<file path="src/rtl/dm_arbiter_if.sv">
// dm_arbiter_if -- bundle of the core-side request bus and the memory-side
// bus seen by the data-memory arbiter.
//   Core side : req, we, addr, wdata (to arbiter); gnt, rvalid, rdata (back)
//   Memory side: mem_en, mem_we, mem_addr, mem_wdata (to memory); mem_rdata
//   Status    : busy
// Modports:
//   slave  -- the arbiter itself
//   master -- the environment (cores plus memory) driving/observing it
interface dm_arbiter_if #(
  parameter int NCORE = 4,
  parameter int AW    = 16,
  parameter int DW    = 16
);
  logic [NCORE-1:0]    req;
  logic [NCORE-1:0]    we;
  logic [NCORE*AW-1:0] addr;
  logic [NCORE*DW-1:0] wdata;
  logic [NCORE-1:0]    gnt;
  logic [NCORE-1:0]    rvalid;
  logic [DW-1:0]       rdata;
  logic                mem_en;
  logic                mem_we;
  logic [AW-1:0]       mem_addr;
  logic [DW-1:0]       mem_wdata;
  logic [DW-1:0]       mem_rdata;
  logic                busy;

  modport slave (
    input  req, we, addr, wdata, mem_rdata,
    output gnt, rvalid, rdata, mem_en, mem_we, mem_addr, mem_wdata, busy
  );

  modport master (
    output req, we, addr, wdata, mem_rdata,
    input  gnt, rvalid, rdata, mem_en, mem_we, mem_addr, mem_wdata, busy
  );
endinterface

</file>
<file path="src/rtl/dm_arbiter.sv">
// dm_arbiter -- round-robin arbiter giving NCORE cores access to a single
// data memory port, one access at a time.
// Ports:
//   clk    : single clock, all state changes on posedge
//   rst_n  : synchronous active-low reset
//   bus    : dm_arbiter_if.slave
//            req/we/addr/wdata  per-core requests (packed, core i at [i*W +: W])
//            gnt/rvalid         one-hot, one-cycle grant / read-valid pulses
//            rdata              shared read data, held between rvalid pulses
//            mem_*              memory strobe, write enable, address, data
//            mem_rdata          memory read data, valid the cycle after a read
//            busy               high whenever the FSM is not idle
// Timing: a request is sampled in IDLE; the next cycle is ISSUE (mem_en and
// gnt high). Writes return to IDLE after ISSUE; reads pass through RDWAIT,
// where mem_rdata is captured, and rvalid appears in the following cycle.
module dm_arbiter #(
  parameter int NCORE = 4,
  parameter int AW    = 16,
  parameter int DW    = 16
) (
  input  logic           clk,
  input  logic           rst_n,
  dm_arbiter_if.slave    bus
);

  localparam int IW = (NCORE > 1) ? $clog2(NCORE) : 1;

  typedef enum logic [1:0] {
    S_IDLE,
    S_ISSUE,
    S_RDWAIT
  } state_t;

  state_t           r_state;
  state_t           w_state_next;

  // r_last is both the round-robin pointer and the index of the core whose
  // access is in flight, since the winner becomes "last" at capture.
  logic [IW-1:0]    r_last;
  logic [IW-1:0]    w_last_next;

  logic [NCORE-1:0] r_gnt,    w_gnt_next;
  logic [NCORE-1:0] r_rvalid, w_rvalid_next;
  logic [DW-1:0]    r_rdata,  w_rdata_next;
  logic             r_mem_en, w_mem_en_next;
  logic             r_mem_we, w_mem_we_next;
  logic [AW-1:0]    r_mem_addr,  w_mem_addr_next;
  logic [DW-1:0]    r_mem_wdata, w_mem_wdata_next;
  logic             r_busy,   w_busy_next;

  logic             w_found;
  logic [IW-1:0]    w_winner;

  // Round-robin search: first requesting core at (last+1), (last+2), ...
  // wrapping around; last itself is checked last so a lone requester wins.
  always_comb begin
    w_found  = 1'b0;
    w_winner = r_last;
    for (int k = 1; k <= NCORE; k++) begin
      if (!w_found && bus.req[(int'(r_last) + k) % NCORE]) begin
        w_found  = 1'b1;
        w_winner = IW'((int'(r_last) + k) % NCORE);
      end
    end
  end

  // Next-state and next-output logic. The memory-side registers double as
  // the captured request, so they hold their values outside ISSUE.
  always_comb begin
    w_state_next     = r_state;
    w_last_next      = r_last;
    w_gnt_next       = '0;
    w_rvalid_next    = '0;
    w_rdata_next     = r_rdata;
    w_mem_en_next    = 1'b0;
    w_mem_we_next    = r_mem_we;
    w_mem_addr_next  = r_mem_addr;
    w_mem_wdata_next = r_mem_wdata;

    case (r_state)
      S_IDLE: begin
        if (w_found) begin
          w_last_next            = w_winner;
          w_gnt_next[w_winner]   = 1'b1;
          w_mem_en_next          = 1'b1;
          w_mem_we_next          = bus.we[w_winner];
          w_mem_addr_next        = bus.addr[int'(w_winner)*AW +: AW];
          w_mem_wdata_next       = bus.wdata[int'(w_winner)*DW +: DW];
          w_state_next           = S_ISSUE;
        end
      end
      S_ISSUE: begin
        w_state_next = r_mem_we ? S_IDLE : S_RDWAIT;
      end
      S_RDWAIT: begin
        w_rdata_next          = bus.mem_rdata;
        w_rvalid_next[r_last] = 1'b1;
        w_state_next          = S_IDLE;
      end
      default: begin
        w_state_next = S_IDLE;
      end
    endcase

    w_busy_next = (w_state_next != S_IDLE);
  end

  always_ff @(posedge clk) begin
    if (!rst_n) begin
      r_state     <= S_IDLE;
      r_last      <= IW'(NCORE - 1);
      r_gnt       <= '0;
      r_rvalid    <= '0;
      r_rdata     <= '0;
      r_mem_en    <= 1'b0;
      r_mem_we    <= 1'b0;
      r_mem_addr  <= '0;
      r_mem_wdata <= '0;
      r_busy      <= 1'b0;
    end else begin
      r_state     <= w_state_next;
      r_last      <= w_last_next;
      r_gnt       <= w_gnt_next;
      r_rvalid    <= w_rvalid_next;
      r_rdata     <= w_rdata_next;
      r_mem_en    <= w_mem_en_next;
      r_mem_we    <= w_mem_we_next;
      r_mem_addr  <= w_mem_addr_next;
      r_mem_wdata <= w_mem_wdata_next;
      r_busy      <= w_busy_next;
    end
  end

  assign bus.gnt       = r_gnt;
  assign bus.rvalid    = r_rvalid;
  assign bus.rdata     = r_rdata;
  assign bus.mem_en    = r_mem_en;
  assign bus.mem_we    = r_mem_we;
  assign bus.mem_addr  = r_mem_addr;
  assign bus.mem_wdata = r_mem_wdata;
  assign bus.busy      = r_busy;

endmodule
</file>
<file path="src/flat_wrapper.sv">
// flat-port wrapper written by rule: the top's interface ports become plain ports
module dm_arbiter_flat 
#(
  parameter int NCORE = 4,
  parameter int AW    = 16,
  parameter int DW    = 16
)
  (clk, rst_n, bus_req, bus_we, bus_addr, bus_wdata, bus_mem_rdata, bus_gnt, bus_rvalid, bus_rdata, bus_mem_en, bus_mem_we, bus_mem_addr, bus_mem_wdata, bus_busy);
  dm_arbiter_if #(.NCORE(NCORE), .AW(AW), .DW(DW)) bus_i ();
  input  logic clk;
  input  logic rst_n;
  input wire logic [$bits(bus_i.req)-1:0] bus_req;
  input wire logic [$bits(bus_i.we)-1:0] bus_we;
  input wire logic [$bits(bus_i.addr)-1:0] bus_addr;
  input wire logic [$bits(bus_i.wdata)-1:0] bus_wdata;
  input wire logic [$bits(bus_i.mem_rdata)-1:0] bus_mem_rdata;
  output wire logic [$bits(bus_i.gnt)-1:0] bus_gnt;
  output wire logic [$bits(bus_i.rvalid)-1:0] bus_rvalid;
  output wire logic [$bits(bus_i.rdata)-1:0] bus_rdata;
  output wire logic [$bits(bus_i.mem_en)-1:0] bus_mem_en;
  output wire logic [$bits(bus_i.mem_we)-1:0] bus_mem_we;
  output wire logic [$bits(bus_i.mem_addr)-1:0] bus_mem_addr;
  output wire logic [$bits(bus_i.mem_wdata)-1:0] bus_mem_wdata;
  output wire logic [$bits(bus_i.busy)-1:0] bus_busy;
  assign bus_i.req = bus_req;
  assign bus_i.we = bus_we;
  assign bus_i.addr = bus_addr;
  assign bus_i.wdata = bus_wdata;
  assign bus_i.mem_rdata = bus_mem_rdata;
  assign bus_gnt = bus_i.gnt;
  assign bus_rvalid = bus_i.rvalid;
  assign bus_rdata = bus_i.rdata;
  assign bus_mem_en = bus_i.mem_en;
  assign bus_mem_we = bus_i.mem_we;
  assign bus_mem_addr = bus_i.mem_addr;
  assign bus_mem_wdata = bus_i.mem_wdata;
  assign bus_busy = bus_i.busy;
  dm_arbiter #(.NCORE(NCORE), .AW(AW), .DW(DW)) u_core (.clk(clk), .rst_n(rst_n), .bus(bus_i));
endmodule
</file>
<file path="config.mk">
export PLATFORM = sky130hd
export DESIGN_NAME = dm_arbiter_flat
export DESIGN_NICKNAME = d
export VERILOG_FILES = /design/src/rtl/dm_arbiter_if.sv /design/src/rtl/dm_arbiter.sv /design/src/flat_wrapper.sv
export SDC_FILE = /design/constraint.sdc
export NUM_CORES = 1
export LEC_CHECK = 0
export BUFFER_PORTS_ARGS = -buffer_cell sky130_fd_sc_hd__buf_2
export CAP_MARGIN = 5
export CORE_MARGIN = 1.5
export CORE_UTILIZATION = 53
export CTS_CLUSTER_DIAMETER = 200
export CTS_CLUSTER_SIZE = 30
export DETAILED_ROUTE_END_ITERATION = 8
export HOLD_SLACK_MARGIN = 0.08
export PLACE_DENSITY = 0.88
export SLEW_MARGIN = 20
export SYNTH_ARGS = -nofsm -noshare
export SYNTH_HDL_FRONTEND = slang
export SYNTH_SLANG_ARGS = --single-unit
</file>
<file path="constraint.sdc">
create_clock -name clk -period 6.95 [get_ports clk]
set_input_delay 1.39 -clock clk [delete_from_list [all_inputs] [get_ports clk]]
set_output_delay 1.39 -clock clk [all_outputs]
set_load 0.01 [all_outputs]
</file>
==> metrics.md, run 1 <==
| Metric | Value |
|---|---|
| Root Driver | clkbuf_8 |
| Pleak | 0.00286 uW |
| Least-Margin Pin Slew | 1.14 ns |
| DP HPWL | 9.99 mm |
| Register clock-pin slew on the reported worst setup and hold paths | 0.07 ns |
| Htree depth | 3 |
| Area Growth Syn to Fin | 23.8% |
| Max Clock Freq | 0.241 GHz |
| Total grt overflow | 0 |
| Drt wl/cell | 14.0 um |
| Total number of vias | 5792 |
| Gpl congestion | 0.838 |
| Placed cells | 1026 |
| Worst-skew pair later-pin latency | 0.34 ns |
| CTS Hold Bufs | 0 |
| Fin worst setup slack | 2.80 ns |
| Num CTS Buffers | 9 |
| Post-Syn Area | 0.00493 mm^2 |
| Ys Warns | 0 |
| Hold slack | 0.451 ns |
| Layout Cells excl Fill | 1042 |
| Die area | 0.00989 mm^2 |
| Syn Nets | 920 |
| Post-Syn Area per Cell | 6.47 um^2 |
| First-pass GRT wire length | 23.1 mm |
| Setup Buffers After CTS | 0 |
| Share of flip-flops with an asynchronous set or reset | 0% |
| Final #Nets | 1084 |
| Final Cycle Share | 59.7% |
| Setup CP Type | reg2reg |
| Max incr delay on CP | 0.95 ns |
| Critical-path top delay cell | o32a_2 |
| Setup_tns | 0 ns |
| Buf+Inv Stages, Crit Path | 1 |
| Tot GR Track Use | 28.4% |
| Status | finished clean |
| Die Height | 99.5 um |
| Max-slew violation count | 0 |
| TritonCTS clock tree | yes |
| Startpoint Class | register |
| CP endpoint kind | register |
| Initial antenna violation count | 0 |
| Largest net degree at the start of global routing | 87 |
| # clock sinks | 63 |
| Critical Path RT | 7.19 ns |
| DR iter-0 viols | 360 |
| Power per Cell Area | 444 mW/mm^2 |
| Synth Flop Type | dfxtp_1 |
| Mapped Cells | 762 |
| Worst EP arrival | 4.39 ns |
| Synth cell types | 42 |
| Number of diodes | 0 |
| Max Cap Viol | 0 |
| DRC Markers | 0 |
| Layout cells sized above 1 | 33.0% |
| CP delay by family, top | compound AO/OA/AOI/OAI gates |
| Footprint of the multi-input gates | 0.00335 mm^2 |
| Bufs on Longest Clock Path | 2 |
| Core area | 0.00911 mm^2 |
| Flops & latches, synth | 63 |
| Final hold vios | 0 |
| Hold Crit Class | reg2reg |
| # rows | 35 |
| Vias in the first global route | 4972 |
| WL final | 14.6 mm |
| Dpl ws | 2.87 ns |
| # setup viols final | 0 |
| Drt first pass iters | 5 |
| Final antenna-violating net count | 0 |
| Seq. cell area | 0.00126 mm^2 |
| RSZ-0062 raised after global routing | no |
| Crit Path Max Fanout | 62 |
| IO buf count | 212 |
| VDD IR max | 0.354 mV |
| # fillers | 859 |
| Worst-path cell chain | inv_4, ha_1, mux4_2, or2_4, nor3b_4, o32a_2, nor3_1, o31ai_1 |
| Fin Clk Skew | 0.0109 ns |
| Starting density of the core | 54.1% |
| Die width | 99.5 um |
| Final min period | 4.15 ns |
| Slew headroom | 24.1% |
| Via density per instance | 5.56 |
| Post-cts gate resize count | 0 |
| Sequential element share of the synthesized area | 25.6% |
| Boundary Pins | 213 |
| Number of synthesized flops with an enable pin | 0 |
-- final cells by class --
cell class / count / area share (%)
Sequential cell: 63 / 20.7
Multi-Input combinational cell: 629 / 54.9
Timing Repair Buffer: 219 / 18.2
Tap cell: 111 / 2.28
Clock inverter: 4 / 1.15
Inverter: 4 / 0.287
Clock buffer: 12 / 2.38
-- registers in the layout (all words and copies together) (netlist names) --
name and cells:
u_core.bus.mem_addr 16, u_core.bus.mem_wdata 16, u_core.bus.rdata 16, u_core.bus.gnt 4
u_core.bus.rvalid 4, u_core.r_last 2, u_core.r_state 2, u_core.bus.busy 1
u_core.bus.mem_en 1, u_core.bus.mem_we 1
-- kinds of logic (layout without fill, tap and decap cells) --
kind of cell	Yosys count	after routing	share of synthesized area, %
AOI/OAI and AO/OA	190	190	25.6
adders and majority gates	4	4	1.02
buffers and inverters	70	239	6.62
DFF	63	63	25.6
muxes	7	7	2.46
and+or+nand+nor	428	428	38.7
-- cell usage after synthesis (2+ instances only) --
master	number	share of area [%]
nand2_1	333	25
a21oi_1	133	13
dfxtp_1	63	26
clkbuf_1	51	3.9
nor3_1	43	4.4
nor3_2	28	5.7
o31ai_2	28	7.1
a21boi_0	16	2.4
buf_6	7	1.6
buf_2	6	0.61
o31ai_1	5	0.76
and3_1	4	0.51
ha_1	4	1.0
mux4_2	4	1.8
inv_1	3	0.23
or3_1	3	0.38
and2_1	2	0.25
mux2i_1	2	0.41
nand2b_1	2	0.25
nor2_1	2	0.15
nor2b_1	2	0.25
-- cells in the final DEF (no fill, tap or decap), drive strengths merged, types with 3 or more instances in the layout --
master / n
clkbuf: 12
o31ai: 33
nor3: 71
or3: 3
buf: 219
ha: 4
mux4: 4
dfxtp: 63
and3: 4
nand2: 333
a21oi: 134
or2: 3
inv: 4
a21boi: 16
-- final timing paths --
check	start	end	slack, ns	depth (start not counted)
max	u_core.r_last[0]	u_core.bus.mem_addr[15]	2.80	8
min	u_core.bus.mem_wdata[5]	u_core.bus.mem_wdata[5]	0.45	2
max reg2reg	u_core.r_last[0]	u_core.bus.mem_addr[15]	2.80	8
min reg2reg	u_core.bus.mem_wdata[5]	u_core.bus.mem_wdata[5]	0.45	2
-- stage by stage --
| stage | total power, uW | cell area [um^2] | util, % |
|---|---|---|---|
| 2_1_floorplan | 2020 | 4930 | - |
| 3_3_place_gp | 2320 | 5890 | 64.6 |
| 3_5_place_dp | 2350 | 5890 | 64.6 |
| 4_1_cts | 2710 | 6100 | 67.0 |
| 5_1_grt | 2930 | 6100 | 67.0 |
| 6_report | 2710 | 6100 | 67.0 |
-- per-layer routing --
metal / part of all wire [%] / track usage (%) / wire [um]
met1: 41 / 35.6 / 6010
met3: 8.4 / 5.83 / 1230
met4: 2.3 / 9.43 / 330
met2: 48 / 48.7 / 7030
met5: 0 / 0 / 0
-- tightest hold or removal path: cells and delay by family, from the launching register on --
family / cells / cell delay [ns]
AND/OR/NAND/NOR: 1 / 0.05
flip-flops: 1 / 0.32
AO/OA/AOI/OAI: 1 / 0.05
-- report_power, final --
part,switching [uW],internal (uW)
logic,1150,661
registers,89.8,462
clock network,143,211
total,1380,1330
(Power assumes the default switching activity.)
==> run 2, diff against run 1 <==
Settings changed: CORE_UTILIZATION 53 to 49, PLACE_DENSITY 0.88 to 0.82.
Clock period 6.95 ns to 4 ns, I/O delays scaled along.
==> metrics.md, run 2 (synthesized netlist as in run 1, its figures left out) <==
| Metric | Value |
|---|---|
| CTS Hold Bufs | 0 (unchanged) |
| Boundary Pins | 213 (unchanged) |
| Largest net degree at the start of global routing | 109 (+25%) |
| RSZ-0062 raised after global routing | no |
| Commonest non-fill, non-tap cell in the layout | nand2_1 |
| CP endpoint kind | register |
| Layout cells sized above 1 | 33.4% (+0.39 points) |
| DR iter-0 viols | 364 (+1.1%) |
| Root Driver | clkbuf_8 |
| Number of diodes | 0 (unchanged) |
| Worst EP arrival | 3.68 ns (-0.71 ns) |
| Setup_tns | 0 ns (unchanged) |
| # clock sinks | 63 (unchanged) |
| Area Growth Syn to Fin | 26.3% |
| Least-Margin Pin Slew | 1.01 ns (-0.133 ns) |
| Setup Buffers After CTS | 0 (unchanged) |
| Die Height | 103 um (+3.9%) |
| Core area | 0.00977 mm^2 (+7.3%) |
| Drt first pass iters | 5 (unchanged) |
| Gpl congestion | 0.816 (-2.7%) |
| Via density per instance | 5.39 (-3.1%) |
| Total number of vias | 5738 (-0.93%) |
| Power per Cell Area | 783 mW/mm^2 (+76%) |
| Most frequent cells in the layout | nand2_1 (333), buf_2 (212), a21oi_1 (133), dfxtp_1 (62), nor3_1 (43) |
| Post-cts gate resize count | 0 (unchanged) |
| Reg-to-Reg Start | u_core.r_last[0] |
| Final Instance Area | 0.00623 mm^2 (+2.0%) |
| Startpoint Class | register |
| WL final | 14.6 mm (-0.28%) |
| Register clock-pin slew on the reported worst setup and hold paths | 0.07 ns (about the same) |
| First-pass GRT wire length | 22.8 mm (-1.6%) |
| R2R cell count | 9 (+1) |
| Reg2reg end | u_core.bus.mem_wdata[6] |
| Crit path from | u_core.r_last[0] |
| Final Cycle Share | 85.6% (+26 points) |
| Critical Path RT | 4.26 ns (-2.93 ns) |
| DP HPWL | 9.97 mm (-0.20%) |
| Status | finished clean |
| Final antenna-violating net count | 0 (unchanged) |
| DRC Markers | 0 (unchanged) |
| Slew headroom | 33.0% (+8.9 points) |
| Setup CP Type | reg2reg |
| Crit Path Max Fanout | 40 (-35%) |
| Max Clock Freq | 0.292 GHz (+21%) |
| Vias in the first global route | 4834 (-2.8%) |
| Seq. cell area | 0.00126 mm^2 (unchanged) |
| Total grt overflow | 0 (unchanged) |
| Die area | 0.0107 mm^2 (+7.9%) |
| Max-slew violation count | 0 (unchanged) |
| Worst-skew pair later-pin latency | 0.34 ns (about the same) |
| Bufs on Longest Clock Path | 2 (unchanged) |
| Pleak | 0.00290 uW (+1.4%) |
| # fillers | 926 (+7.8%) |
| Num CTS Buffers | 9 (unchanged) |
| Die width | 103 um (+3.9%) |
| Crit path to | u_core.bus.mem_wdata[6] |
| Footprint of the multi-input gates | 0.00336 mm^2 (about the same) |
| Drt wl/cell | 13.7 um (-2.4%) |
| VDD IR max | 0.512 mV (+45%) |
| Final #Nets | 1086 (+0.18%) |
| # rows | 36 (+2.9%) |
| Htree depth | 3 (unchanged) |
| Max Cap Viol | 0 (unchanged) |
| Final min period | 3.42 ns (-0.725 ns) |
| TritonCTS clock tree | yes |
| Starting density of the core | 50.4% (-3.7 points) |
| R2R Setup Slk | 0.58 ns (-2.23 ns) |
| Initial antenna violation count | 0 (unchanged) |
| # setup viols final | 0 (unchanged) |
| Final hold vios | 0 (unchanged) |
| Tot GR Track Use | 26.6% (-1.8 points) |
| DP Area | 0.00600 mm^2 (+1.8%) |
| IO buf count | 212 (unchanged) |
| Hold Crit Class | reg2reg |
| Fin Clk Skew | 0.00295 ns (-0.00797 ns) |
## run 2: cell type report
cell class | count | share of cell area [%]
Multi-Input combinational cell | 629 | 53.9
Sequential cell | 63 | 20.3
Timing Repair Buffer | 221 | 19.1
Tap cell | 133 | 2.67
Clock buffer | 12 | 2.65
Clock inverter | 3 | 1.05
Inverter | 4 | 0.281
## run 2: per-layer routing
layer  up-vias  share of wire (%)  global-route usage (%)
met5         -                  0                       0
met4         0                1.8                    8.00
met3        29                8.9                    6.45
met1      2558                 41                    32.4
li1       2895                  -                       -
met2       256                 48                    46.7
## run 2: worst max-delay path: stages, from the launching register on
cell and delay, ns:
dfxtp_4 0.65, inv_4 0.24, ha_1 0.45, mux4_2 0.41, or2_4 0.31, nor3b_4 0.25, o32a_2 0.48, buf_12 0.26
nor3_1 0.08, o31ai_1 0.18
## run 2: how the worst min path moves through the flow
| stage | from | to | slack, ns | cells past startpoint |
|---|---|---|---|---|
| 3_3_place_gp | u_core.bus.mem_addr[15] | u_core.bus.mem_addr[15] | 0.43 | 2 |
| 3_5_place_dp | u_core.bus.mem_addr[15] | u_core.bus.mem_addr[15] | 0.44 | 2 |
| 5_1_grt | u_core.bus.rdata[3] | u_core.bus.rdata[3] | 0.48 | 2 |
| 4_1_cts | u_core.bus.mem_addr[15] | u_core.bus.mem_addr[15] | 0.45 | 2 |
| 6_report | u_core.bus.mem_addr[15] | u_core.bus.mem_addr[15] | 0.45 | 2 |
| 2_1_floorplan | u_core.bus.mem_addr[15] | u_core.bus.mem_addr[15] | 0.48 | 2 |
## run 2: per-stage QoR
| stage | power [uW] | util (%) | setup WS, ns | instances | hold slack [ns] |
|---|---|---|---|---|---|
| 3_5_place_dp | 4220 | 61.3 | 0.606 | 1050 | 0.437 |
| 4_1_cts | 4890 | 63.7 | 0.591 | 1065 | 0.453 |
| 3_3_place_gp | 4180 | 61.3 | 0.653 | 1050 | 0.431 |
| 5_1_grt | 5270 | 63.7 | 0.373 | 1065 | 0.479 |
| 6_report | 4870 | 63.7 | 0.576 | 1065 | 0.452 |
| 2_1_floorplan | 3500 | - | 0.576 | 762 | 0.482 |
## run 2: power by group
part           total [uW]  internal [uW]  switching [uW]
Combinational        3300           1260            2030
Clock                 647            398             250
Sequential            929            802             127
==> run 3, diff against run 2 <==
Settings changed: CELL_PAD_IN_SITES_DETAIL_PLACEMENT set to 1, CELL_PAD_IN_SITES_GLOBAL_PLACEMENT set to 1, CORE_UTILIZATION 49 to 33, PLACE_DENSITY 0.82 to unset, PLACE_DENSITY_LB_ADDON set to 0.1, RECOVER_POWER set to 100.
==> metrics.md, run 3 (synthesized netlist as in run 1, its figures left out) <==
| Metric | Value |
|---|---|
| Post-cts gate resize count | 0 (unchanged) |
| Final Cycle Share | 89.1% (+3.5 points) |
| Bufs on Longest Clock Path | 2 (unchanged) |
| Total grt overflow | 0 (unchanged) |
| Drt wl/cell | 16.5 um (+21%) |
| Startpoint Class | register |
| Crit Path Max Fanout | 32 (-20%) |
| Final hold vios | 0 (unchanged) |
| Via density per instance | 5.33 (-1.0%) |
| Slew headroom | -10.5% (-43 points) |
| R2R Setup Slk | 0.44 ns (-0.14 ns) |
| Boundary Pins | 213 (unchanged) |
| Initial antenna violation count | 1 (+1) |
| Status | finished with violations |
| Max-slew violation count | 33 (+33) |
| Setup Buffers After CTS | 0 (unchanged) |
| Worst-skew pair later-pin latency | 0.34 ns (about the same) |
| VDD IR max | 0.785 mV (+53%) |
| WL final | 18.5 mm (+27%) |
| CTS Hold Bufs | 0 (unchanged) |
| First-pass GRT wire length | 29.8 mm (+31%) |
| DP HPWL | 12.8 mm (+28%) |
| DRC Markers | 0 (unchanged) |
| Register clock-pin slew on the reported worst setup and hold paths | 0.06 ns (about the same) |
| Vias in the first global route | 6105 (+26%) |
| # setup viols final | 0 (unchanged) |
| Hold Crit Class | reg2reg |
| Power per Cell Area | 801 mW/mm^2 (+2.3%) |
| Die area | 0.0157 mm^2 (+47%) |
| Worst EP arrival | 3.79 ns (+0.11 ns) |
| Final antenna-violating net count | 0 (unchanged) |
| Layout Cells excl Fill | 1120 (+5.2%) |
| Reg2reg end | u_core.bus.mem_wdata[9] |
| Number of diodes | 0 (unchanged) |
| TritonCTS clock tree | yes |
| CP endpoint kind | register |
| Setup CP Type | reg2reg |
| Fin Clk Skew | 0.00606 ns (+0.00311 ns) |
| Tot GR Track Use | 23.0% (-3.6 points) |
| Least-Margin Pin Slew | 1.66 ns (+0.652 ns) |
| Commonest non-fill, non-tap cell in the layout | nand2_1 |
| Die Height | 125 um (+21%) |
| Max Clock Freq | 0.281 GHz (-3.9%) |
| Min-delay src | u_core.bus.mem_addr[0] |
| Root Driver | clkbuf_16 |
| R2R cell count | 9 (unchanged) |
| Htree depth | 3 (unchanged) |
| Critical Path RT | 4.23 ns (-0.03 ns) |
| Starting density of the core | 33.8% (-17 points) |
| Core area | 0.0146 mm^2 (+49%) |
| Final #Nets | 1089 (+0.28%) |
| Placed cells | 1104 (+5.1%) |
| Gpl congestion | 0.788 (-3.5%) |
| Max Cap Viol | 1 (+1) |
| Total number of vias | 5972 (+4.1%) |
| Layout cells sized above 1 | 24.8% (-8.6 points) |
| Reg-to-Reg Start | u_core.r_last[0] |
| IO buf count | 212 (unchanged) |
| RSZ-0062 raised after global routing | no |
| Largest net degree at the start of global routing | 134 (+23%) |
| Area Growth Syn to Fin | 25.0% |
| # clock sinks | 63 (unchanged) |
| Final min period | 3.56 ns (+0.141 ns) |
| Most frequent cells in the layout | nand2_1 (333), buf_2 (152), a21oi_1 (133), clkbuf_1 (62), dfxtp_1 (62) |
| Hold depth | 2 (unchanged) |
| WHS Endpoint | u_core.bus.mem_addr[0] |
| Die width | 125 um (+21%) |
| Num CTS Buffers | 9 (unchanged) |
| Violated checks | capacitance limit, slew limit |
| DR iter-0 viols | 290 (-20%) |
| Pleak | 0.00267 uW (-8.2%) |
| # rows | 44 (+22%) |
| Setup_tns | 0 ns (unchanged) |
| Drt first pass iters | 4 (-1) |
==> run 3: changes by cell type in the layout (fill, tap and decap cells not counted), sizes merged <==
cell,before,now
buf,221,162
clkbuf,12,71
inv,4,7
bufinv,2,1
clkinv,1,2
clkinvlp,0,1
==> run 3: worst max-delay path by stage <==
stage                          start                       end
floorplan           u_core.r_last[0]    u_core.bus.mem_addr[0]
global placement          bus_req[2]   u_core.bus.mem_wdata[7]
detailed placement        bus_req[2]   u_core.bus.mem_wdata[8]
CTS                 u_core.r_last[0]   u_core.bus.mem_wdata[7]
global route        u_core.r_last[0]  u_core.bus.mem_wdata[15]
finish              u_core.r_last[0]   u_core.bus.mem_wdata[9]
==> run 3: per-layer routing <==
| metal | global-route usage [%] | vias to the layer above | share of wire [%] |
|---|---|---|---|
| li1 | - | 2900 | - |
| met1 | 28.5 | 2838 | 43 |
| met2 | 40.1 | 199 | 48 |
| met3 | 3.98 | 33 | 6.1 |
| met4 | 8.16 | 2 | 2.4 |
| met5 | 0 | - | 0.038 |
==> run 3: report_power, final <==
part           switching [uW]  internal, uW  leakage (uW)
clock network             328           489      0.000147
logic                    2110          1100       0.00200
registers                 114           803      0.000518
total                    2550          2390       0.00267
==> run 3: per-stage QoR <==
step / worst slack [ns] / instance area [um^2] / power (uW) / hold WS, ns / utilization [%]
floorplan: 0.576 / 4930 / 3500 / 0.482 / -
global placement: 0.510 / 6030 / 4200 / 0.434 / 41.3
detailed placement: 0.465 / 6030 / 4330 / 0.441 / 41.4
CTS: 0.561 / 6340 / 5160 / 0.455 / 43.4
global route: 0.187 / 6160 / 5360 / 0.486 / 42.3
finish: 0.435 / 6160 / 4940 / 0.464 / 42.3
==> run 3: final cells by class <==
cell class                      count  area [um^2]
Fill cell                        2028         8420
Sequential cell                    63         1260
Timing Repair Buffer              224         1090
Clock buffer                        9          225
Inverter                            4         17.5
Tap cell                          184          230
Multi-Input combinational cell    629         3260
Clock inverter                      7         78.8
==> run 3: critical path, cell delays in order (launching register included) <==
cell	delay, ns
dfxtp_4	0.52
inv_4	0.07
ha_1	0.41
mux4_2	0.42
nor2b_1	0.21
nor2_4	0.09
clkbuf_1	1.20
a21oi_1	0.12
nor3_1	0.30
o31ai_2	0.09
